### config.mk
export PLATFORM = sky130hd
export DESIGN_NAME = bidir_bus_turnaround_ctrl
export DESIGN_NICKNAME = d
export VERILOG_FILES = /design/src/rtl/bidir_bus_turnaround_ctrl.sv
export SDC_FILE = /design/constraint.sdc
export NUM_CORES = 1
export LEC_CHECK = 0
export ABC_CLOCK_PERIOD_IN_PS = 2200
export CELL_PAD_IN_SITES_DETAIL_PLACEMENT = 1
export CELL_PAD_IN_SITES_GLOBAL_PLACEMENT = 1
export CORE_MARGIN = 5
export CORE_UTILIZATION = 34
export CTS_CLUSTER_DIAMETER = 120
export CTS_CLUSTER_SIZE = 10
export DETAILED_ROUTE_END_ITERATION = 8
export MAX_ROUTING_LAYER = met4
export PLACE_DENSITY_LB_ADDON = 0.1
export SLEW_MARGIN = 0
export SYNTH_ARGS = -nofsm -noshare
export SYNTH_HDL_FRONTEND = slang
export SYNTH_SLANG_ARGS = --single-unit
export TNS_END_PERCENT = 1
### constraint.sdc
create_clock -name clk -period 2.2 [get_ports clk]
set_input_delay 0.22 -clock clk [delete_from_list [all_inputs] [get_ports clk]]
set_output_delay 0.22 -clock clk [all_outputs]
set_load 0.01 [all_outputs]
### src/rtl/bidir_bus_turnaround_ctrl.sv
// Direction controller for one bidirectional data bus: turnaround bubbles, registered pads,
// input capture pipeline and switch statistics. Define BIDIR_READBACK_CHK_EN to build the readback check.
module bidir_bus_turnaround_ctrl #(
    parameter int DW        = 16,
    parameter int TURN_CYC  = 1,
    parameter int IN_STAGES = 1,
    parameter int CNT_W     = 16
) (
    input  logic             clk,
    input  logic             rst_n,
    input  logic             drv_req,
    input  logic [DW-1:0]    drv_data,
    output logic             drv_ready,
    output logic [DW-1:0]    rx_data,
    output logic             rx_valid,
    input  logic [DW-1:0]    pad_i,
    output logic [DW-1:0]    pad_o,
    output logic             pad_oe,
    output logic [CNT_W-1:0] switch_cnt,
    output logic             rb_err
);

    typedef enum logic [1:0] {
        ST_RX      = 2'd0,
        ST_TURN_TX = 2'd1,
        ST_TX      = 2'd2,
        ST_TURN_RX = 2'd3
    } state_t;

    localparam logic [3:0]       TURN_LOAD = 4'(TURN_CYC - 1);
    localparam logic [CNT_W-1:0] CNT_MAX   = {CNT_W{1'b1}};
    localparam logic [CNT_W-1:0] CNT_ONE   = CNT_W'(1);

    state_t            state_r;
    logic [3:0]        turn_cnt_r;
    logic [DW-1:0]     pad_o_r;
    logic              pad_oe_r;
    logic [CNT_W-1:0]  switch_cnt_r;
    logic [DW-1:0]     cap_data_r [IN_STAGES];
    logic [IN_STAGES-1:0] cap_tag_r;
    logic              tag_s;

    // Direction state machine with registered pad outputs and switch counter
    always_ff @(posedge clk or negedge rst_n) begin
        if (!rst_n) begin
            state_r      <= ST_RX;
            turn_cnt_r   <= 4'd0;
            pad_o_r      <= {DW{1'b0}};
            pad_oe_r     <= 1'b0;
            switch_cnt_r <= {CNT_W{1'b0}};
        end else begin
            case (state_r)
                ST_RX: begin
                    pad_oe_r <= 1'b0;
                    if (drv_req) begin
                        state_r    <= ST_TURN_TX;
                        turn_cnt_r <= TURN_LOAD;
                        if (switch_cnt_r != CNT_MAX) begin
                            switch_cnt_r <= switch_cnt_r + CNT_ONE;
                        end
                    end
                end
                ST_TURN_TX: begin
                    pad_oe_r <= 1'b0;
                    if (turn_cnt_r == 4'd0) begin
                        state_r <= ST_TX;
                    end else begin
                        turn_cnt_r <= turn_cnt_r - 4'd1;
                    end
                end
                ST_TX: begin
                    // Accepting a beat is the only way pad_oe is raised for the next cycle
                    if (drv_req) begin
                        pad_o_r  <= drv_data;
                        pad_oe_r <= 1'b1;
                    end else begin
                        pad_oe_r   <= 1'b0;
                        state_r    <= ST_TURN_RX;
                        turn_cnt_r <= TURN_LOAD;
                    end
                end
                ST_TURN_RX: begin
                    pad_oe_r <= 1'b0;
                    if (turn_cnt_r == 4'd0) begin
                        state_r <= ST_RX;
                    end else begin
                        turn_cnt_r <= turn_cnt_r - 4'd1;
                    end
                end
                default: begin
                    state_r  <= ST_RX;
                    pad_oe_r <= 1'b0;
                end
            endcase
        end
    end

    assign tag_s = (state_r == ST_RX) && !pad_oe_r;

    // Input capture pipeline; the released-bus tag travels alongside the data
    always_ff @(posedge clk or negedge rst_n) begin
        if (!rst_n) begin
            for (int i = 0; i < IN_STAGES; i++) begin
                cap_data_r[i] <= {DW{1'b0}};
            end
            cap_tag_r <= {IN_STAGES{1'b0}};
        end else begin
            cap_data_r[0] <= pad_i;
            cap_tag_r[0]  <= tag_s;
            for (int i = 1; i < IN_STAGES; i++) begin
                cap_data_r[i] <= cap_data_r[i-1];
                cap_tag_r[i]  <= cap_tag_r[i-1];
            end
        end
    end

    assign drv_ready  = (state_r == ST_TX);
    assign pad_o      = pad_o_r;
    assign pad_oe     = pad_oe_r;
    assign switch_cnt = switch_cnt_r;
    assign rx_data    = cap_data_r[IN_STAGES-1];
    assign rx_valid   = cap_tag_r[IN_STAGES-1];

`ifdef BIDIR_READBACK_CHK_EN
    logic [DW-1:0] rb_pad_i_r;
    logic [DW-1:0] rb_pad_o_r;
    logic          rb_oe_r;
    logic          rb_err_r;

    function automatic logic rb_mismatch(input logic [DW-1:0] seen, input logic [DW-1:0] driven);
        return |(seen ^ driven);
    endfunction

    // Compare last cycle's pad sample with what was driven then, only inside back-to-back drive cycles
    always_ff @(posedge clk or negedge rst_n) begin
        if (!rst_n) begin
            rb_pad_i_r <= {DW{1'b0}};
            rb_pad_o_r <= {DW{1'b0}};
            rb_oe_r    <= 1'b0;
            rb_err_r   <= 1'b0;
        end else begin
            rb_pad_i_r <= pad_i;
            rb_pad_o_r <= pad_o_r;
            rb_oe_r    <= pad_oe_r;
            if (pad_oe_r && rb_oe_r && rb_mismatch(rb_pad_i_r, rb_pad_o_r)) begin
                rb_err_r <= 1'b1;
            end
        end
    end

    assign rb_err = rb_err_r;
`else
    assign rb_err = 1'b0;
`endif

endmodule

==> results.txt, run 1 <==
- Result of the run: completed
- The die is slightly above 90 microns wide.
- Worst slew slack as a fraction of its limit: 0.6335
- 0 antenna diodes ended up in the layout.
- For this block, the routed nets add up to ~5.7 mm of wire.
* Post-synthesis instance total: 171
- Post-synthesis cell type with the largest combined area: dfrtp_1
- Worst setup timing slack at the placement stage: roughly 370 ps
- The via count of the first global-routing pass is 1750.
* Area share of the largest cell type after synthesis: 0.6137
- Final hold violations: 0
* Maximum fanout along the worst path: 5
- Number of violations of the max-capacitance limit: 0
* Peak supply drop: 487.3 uV
* CP Launch Type: flop
- Area added between synthesis and finish: 46.58%
* Global route overflow: 0
- Clock period minus worst slack: 1888 ps
- Deepest level of the CTS H-tree: 2
- The path with the worst hold slack has its endpoint at rx_data[2].
- Once routing completed, OpenROAD measured the worst setup slack at 311.7 ps.
- After legalization and detailed placement, the total HPWL measured between 4 and 5 mm.
* Number of instances resized during post-cts repair: 0
* Gpl congestion: approximately 0.77
* Largest net degree at the start of global routing: 35
* Reg-to-reg setup timing slack: around 440 ps
- Per-cell routed wire length: approximately 17 microns
- Cell area power density: around 1100 mW/mm^2
- The floorplan step defined a core boundary enclosing between 0.006 and 0.007 sq mm.
* Initial antenna violation count: 0
* Worst hold path type: in2reg
- Synthesized area divided by synthesized cell count: roughly 13 sq um
* Ys flop type: dfrtp_1
- After filler insertion, the fill cell instance count of the layout stands at roughly 670.
* Total I/O pin count: 87
- Maximum root-to-sink buffer count: 2
- Total vias in the final route: 1645
- The floorplan has 29 rows.
- Period Utilization, post-route: 0.8583
- Counting tap cells, the placed design contains a total of around 330 instances.
* Overall fraction of global-route tracks in use: 0.1404
- Worst r2r path cells: 6
- In the routed layout, each cell is associated on average with a via count of around 4.8.
- Area used by sequential logic in the layout: roughly 0.0014 sq mm
- Buffers inserted to repair hold after CTS numbered 1.
* Sum of negative setup slack: 0 ps
- The count of buffers added on input and output ports is 85.
- For the pin with the worst max-slew slack, the measured transition is around 550 ps.
- Derived from the worst setup path, the maximum achievable clock frequency is ~530 MHz.
- The max-slew violation total from the final report is 0.
- Wire length of the first global-routing pass: approximately 9.4 mm
* Area occupied by multi-input gates: 850.8 sq um
* Layout Cells excl Fill: approximately 340
- Clock tree from TritonCTS: built
- The setup path with the least slack is of type reg2out.
- Routed Antenna Nets: 0
* Post-synth net total: around 210
- The clock reaches the later pin of the worst-skew pair after 300 ps.
- Count of state elements after synthesis: 56
- Clock skew on the completed layout was measured at 12.67 ps.
- Floorplan die height: 91.95 microns
* Yosys warns: 0
- Critical register-to-register path startpoint: state_r[0]
- HP Start: pad_i[2]
- Sequential fraction of the synthesis area: 0.6137
- Number of library cell types mapped by synthesis: 40
- Count of clock tree sinks: between 50 and 60
* Number of flops mapped to enable cells by yosys: 0
- In the final layout, the share of cells above drive strength 1 is 0.1429.
- Clock-pin slew was measured on the worst setup and hold paths at approximately 100 ps.
- Finish-stage setup viols: 0
- Post-synthesis cell area: around 0.0023 sq mm
* Buffers inserted during post-CTS setup optimization: 0
* Commonest cells in the synthesized netlist: 56 x dfrtp_1, 17 x mux2_2, 14 x nand2_1, 8 x xnor2_1
- The worst register-to-register path ends at switch_cnt[11].
- STA classifies the critical path endpoint as a primary output.
- RSZ-0062 raised after global routing: false
- Critical path required time: a little under 2000 ps
* Fraction of synthesis flops using an asynchronous set or reset pin: 1.000
- Fin util: 0.5182
- The die covers around 0.0085 sq mm.
* Top area cells in the synthesized netlist: dfrtp_1 61%, mux2_2 8.4%, ha_1 3.8%, xnor2_1 3.1%, nand2_1 2.3%
* Leak: between 1 and 1.5 nW
- Starting density of the core: 0.3535
* Cts bufs inserted: 5
- CTS placed an instance of clkbuf_8 at the clock tree root.
- Dominant cell by count in the synthesized netlist: dfrtp_1
- Starting DRC count in detailed routing: 36
* WHS Path Cells: 1
* First-pass iteration count of the detailed router: 2
- Arrival time of the worst setup path: around 1700 ps
- For this run, design rule violations remaining after detail routing come to 0.
- The final layout contains 307 nets.
==> layout make-up <==
| class | instances | area share |
|---|---|---|
| clock inverter | 2 | 0.004860 |
| timing repair buffer | 89 | 0.2662 |
| multi-input combinational | 108 | 0.2542 |
| tap | 77 | 0.02879 |
| inverter | 5 | 0.005607 |
| clock buffer | 6 | 0.02168 |
| sequential | 56 | 0.4187 |
==> cell families after synthesis <==
family	count (synthesis)	synth area share
buf+inv	7	0.01370
flops	56	0.6137
fa+ha+maj	7	0.03835
compound gates	21	0.06356
simple gates	48	0.1282
xor+xnor	12	0.04603
other cells	1	0.001642
mux	19	0.09479
==> metal layers <==
metal | share of wire | global-route usage | up-vias
met1 | 0.51 | 0.2017 | 800
li1 | - | - | 788
met2 | 0.44 | 0.2117 | 53
met5 | 0 | - | -
met4 | 0.0070 | 0.02599 | 0
met3 | 0.039 | 0.02373 | 4
==> worst max-delay path by stage <==
stage,start,end,slack (ps),cells after the start
after floorplan,state_r[0],pad_o[10],570,5
after global placement,drv_req,state_r[1],440,4
after detailed placement,drv_req,state_r[1],370,4
after CTS,state_r[0],drv_ready,300,3
after global routing,state_r[0],drv_ready,190,3
final,state_r[0],drv_ready,310,3
==> cell usage in the layout (no fill, tap or decap), types with 2 or more instances in the layout <==
cell type,synthesis,layout
nand4_1,5,5
xor2_1,4,4
xnor2_1,8,8
ha_1,7,7
buf_4,1,2
o311ai_1,2,2
dfrtp_1,56,56
nor3_1,3,3
nand2_1,14,14
a31oi_1,3,3
clkdlybuf4s50_1,0,84
mux2_2,17,17
nand3_1,4,4
nor2b_1,4,4
inv_1,5,5
clkbuf_8,0,5
nor2_1,6,6
o21ai_1,2,2
o21ai_0,7,7
==> worst max-delay path, cell delays in order (launching register included) <==
cell	delay, ps
dfrtp_1	440
inv_1	120
ha_1	240
clkdlybuf4s50_1	570
==> flip-flops by register name (all words and copies together), names as in the netlist <==
register / flops
pad_o: 16
state_r: 2
turn_cnt_r: 4
pad_oe: 1
rx_valid: 1
switch_cnt: 16
rx_data: 16
==> metrics by stage <==
stage                     area [sq um]  hold WS (ps)  power, mW
after floorplan                   2283        -75.59      2.239
after global placement            3248         243.2      2.963
after detailed placement          3248         241.4      2.995
after CTS                         3347         339.4      3.568
after global routing              3347         329.3      3.776
final                             3347         341.6      3.517
==> where the power goes <==
| group | internal (mW) | switching (mW) |
|---|---|---|
| Clock | 0.228 | 0.342 |
| Combinational | 0.826 | 0.599 |
| Sequential | 1.31 | 0.215 |
| Total | 2.36 | 1.16 |
Power figures use the tool's default switching activity.
==> inputs of run 2 (changes only) <==
- PLACE_DENSITY: unset -> 0.82
- PLACE_DENSITY_LB_ADDON: 0.1 -> unset
==> run 2 against run 1 <==
Effect of this change:
- wire length is 0.88% higher
- flip-flop and latch count unchanged
- combinational power about the same
- clock power increased by 19%
- power rose by 3.8%
- global-route usage up 0.79 points
- count of clock-buffer cells in the layout unchanged
- sequential power about the same
- die area unchanged
- largest power group unchanged
- cell count is 0.58% lower
- critical path depth grew 3
- non-clock buffer count fell by 2
==> results.txt, run 2 (synthesis results as in run 1) <==
* Wire length of the first global-routing pass: a little under 10 mm
- Relative to the synthesized area, the layout overhead comes to 46.08%.
- Leaving out fill and tap cells, the most frequent cell in the layout is clkdlybuf4s50_1.
- The tree is rooted in a clkbuf_8.
* Critical path required time: between 2000 and 2500 ps
- After clock tree synthesis, the setup repair step added 0 buffers.
* Number of vias per cell after detailed routing: about 4.9
* Number of port buffers: 85
* Total vias in the final route: about 1700
- Summed over all cells, the static leakage comes to between 1 and 1.5 nW.
* CP Launch Type: flop
* Starting DRC count in detailed routing: 38
* Clock tree from TritonCTS: built
- Final-layout fill cell count: 683
* Number of violations of the max-capacitance limit: 0
- The floorplan step defined a die boundary enclosing between 0.008 and 0.009 sq mm.
- Hold-fix buffers at CTS: 0
- Area occupied by multi-input gates: ~850 sq um
- Headroom to the max-slew limit came out at 0.5260.
* Sum of negative setup slack: 0 ps
* Commonest non-fill, non-tap cells in the layout: 84 x clkdlybuf4s50_1, 56 x dfrtp_1, 17 x mux2_2, 14 x nand2_1, 8 x xnor2_1
- After floorplanning, the core was sized to cover roughly 0.0065 sq mm.
- Period Utilization, post-route: 0.8717
- Measured slew at the worst slew-check pin: slightly above 700 ps
- The via count of the first global-routing pass came to 1900.
- After layout, the minimum clock period comes to approximately 1900 ps.
- Area used by sequential logic in the layout: approximately 0.0014 sq mm
* Number of instances resized during post-cts repair: 0
- Worst hold path type: in2async
* Arrival time of the worst setup path: 2110 ps
* Crit path capture type: flop
- Per-cell routed wire length: between 15 and 20 microns
* Result of the run: completed
- Deepest level of the CTS H-tree: 2
- In this run the worst path has a maximum fanout of 8.
- DRT Wirelength: ~5.7 mm
* RSZ-0062 raised after global routing: false
- The initial antenna violation count is 0.
- Floorplan row count: 29
- The first detailed-routing pass took 3 iterations.
* N_diodes: 0
* Count of clock tree sinks: 56
- DRC errors left: 0
* Crit Path Class: reg2reg
- Final max-slew violation count: 0
- Starting density of the core: 0.3535
* Fin nets: 305
- Based on the critical path, the design can be clocked at up to between 500 and 600 MHz.
* Floorplan die height: between 90 and 100 microns
- The detail route stage leaves a number of antenna-violating nets equal to 0.
- Setup violations remaining at the end of the flow were counted as 0.
* Placed wire-length estimate: 4.411 mm
* Maximum root-to-sink buffer count: 2
- Gpl congestion: approximately 0.75
* Global route overflow: 0
- Clk Latency, worst-skew pair: ~300 ps
* Fin util: 0.5165
- Clock-pin slew was measured on the worst setup and hold paths at 100 ps.
* Post-Route Hold Slack: 32.86 ps
- Power spread over the standard cell area amounts to between 1000 and 1500 mW/mm^2.
- Setup Skew: 4.290 ps
- Cts bufs inserted: 5
- The final hold violation count came to 0.
- In the final layout, the share of cells above drive strength 1 is 0.1402.
- Across the VDD grid, the largest voltage drop is about 500 uV.
* Total I/O pin count: 87
- Largest net degree at the start of global routing: between 50 and 60
* Chip Width: a little over 90 microns
- Overall fraction of global-route tracks in use: 0.1483
-- run 2: metrics by stage --
| step | total power [mW] | setup slack (ps) | area [sq um] | instances |
|---|---|---|---|---|
| global route | 3.898 | 79.53 | 3336 | 341 |
| CTS | 3.715 | 256.4 | 3336 | 341 |
| global placement | 2.944 | 440.9 | 3228 | 333 |
| detailed placement | 3.027 | 305.1 | 3228 | 333 |
| floorplan | 2.239 | 568.0 | 2283 | 171 |
| finish | 3.649 | 282.4 | 3336 | 341 |
-- run 2: report_power, final --
part / total (mW) / leakage (nW) / internal, mW / switching, mW
Sequential: 1.53 / 0.692 / 1.31 / 0.221
Combinational: 1.44 / 0.669 / 0.823 / 0.621
Clock: 0.676 / 0.0552 / 0.339 / 0.337
-- run 2: final cells by class --
type | instances | share of cell area
clock inverter | 2 | 0.01050
multi-input combinational | 108 | 0.2551
inverter | 5 | 0.005626
timing repair buffer | 87 | 0.2581
tap | 77 | 0.02888
clock buffer | 6 | 0.02176
sequential | 56 | 0.4201
-- run 2: final timing paths --
| path | start | to | slack, ps | cells past startpoint |
|---|---|---|---|---|
| worst max register to register | state_r[0] | switch_cnt[10] | 280 | 6 |
| max in group asynchronous | rst_n | rx_data[6] | 1700 | 2 |
| min in group clk | pad_i[9] | rx_data[9] | 340 | 1 |
| worst max-delay path | state_r[0] | switch_cnt[10] | 280 | 6 |
| worst min-delay path | rst_n | pad_o[1] | 30 | 2 |
| worst min register to register | pad_oe | rx_valid | 450 | 1 |
-- run 2: critical path, cell delays in order (launching register included) --
cell	delay, ps
dfrtp_1	440
inv_1	130
ha_1	250
nand3_1	160
nor2_1	450
nand4_1	200
xnor2_1	160
-- run 2: metal layers --
metal  up-vias  wire [microns]  GRT usage
li1        784               -          -
met4         0              38    0.02970
met2        47            3021     0.2603
met5         -               0          -
met1       836            2454     0.1786
met3         4             222    0.02864
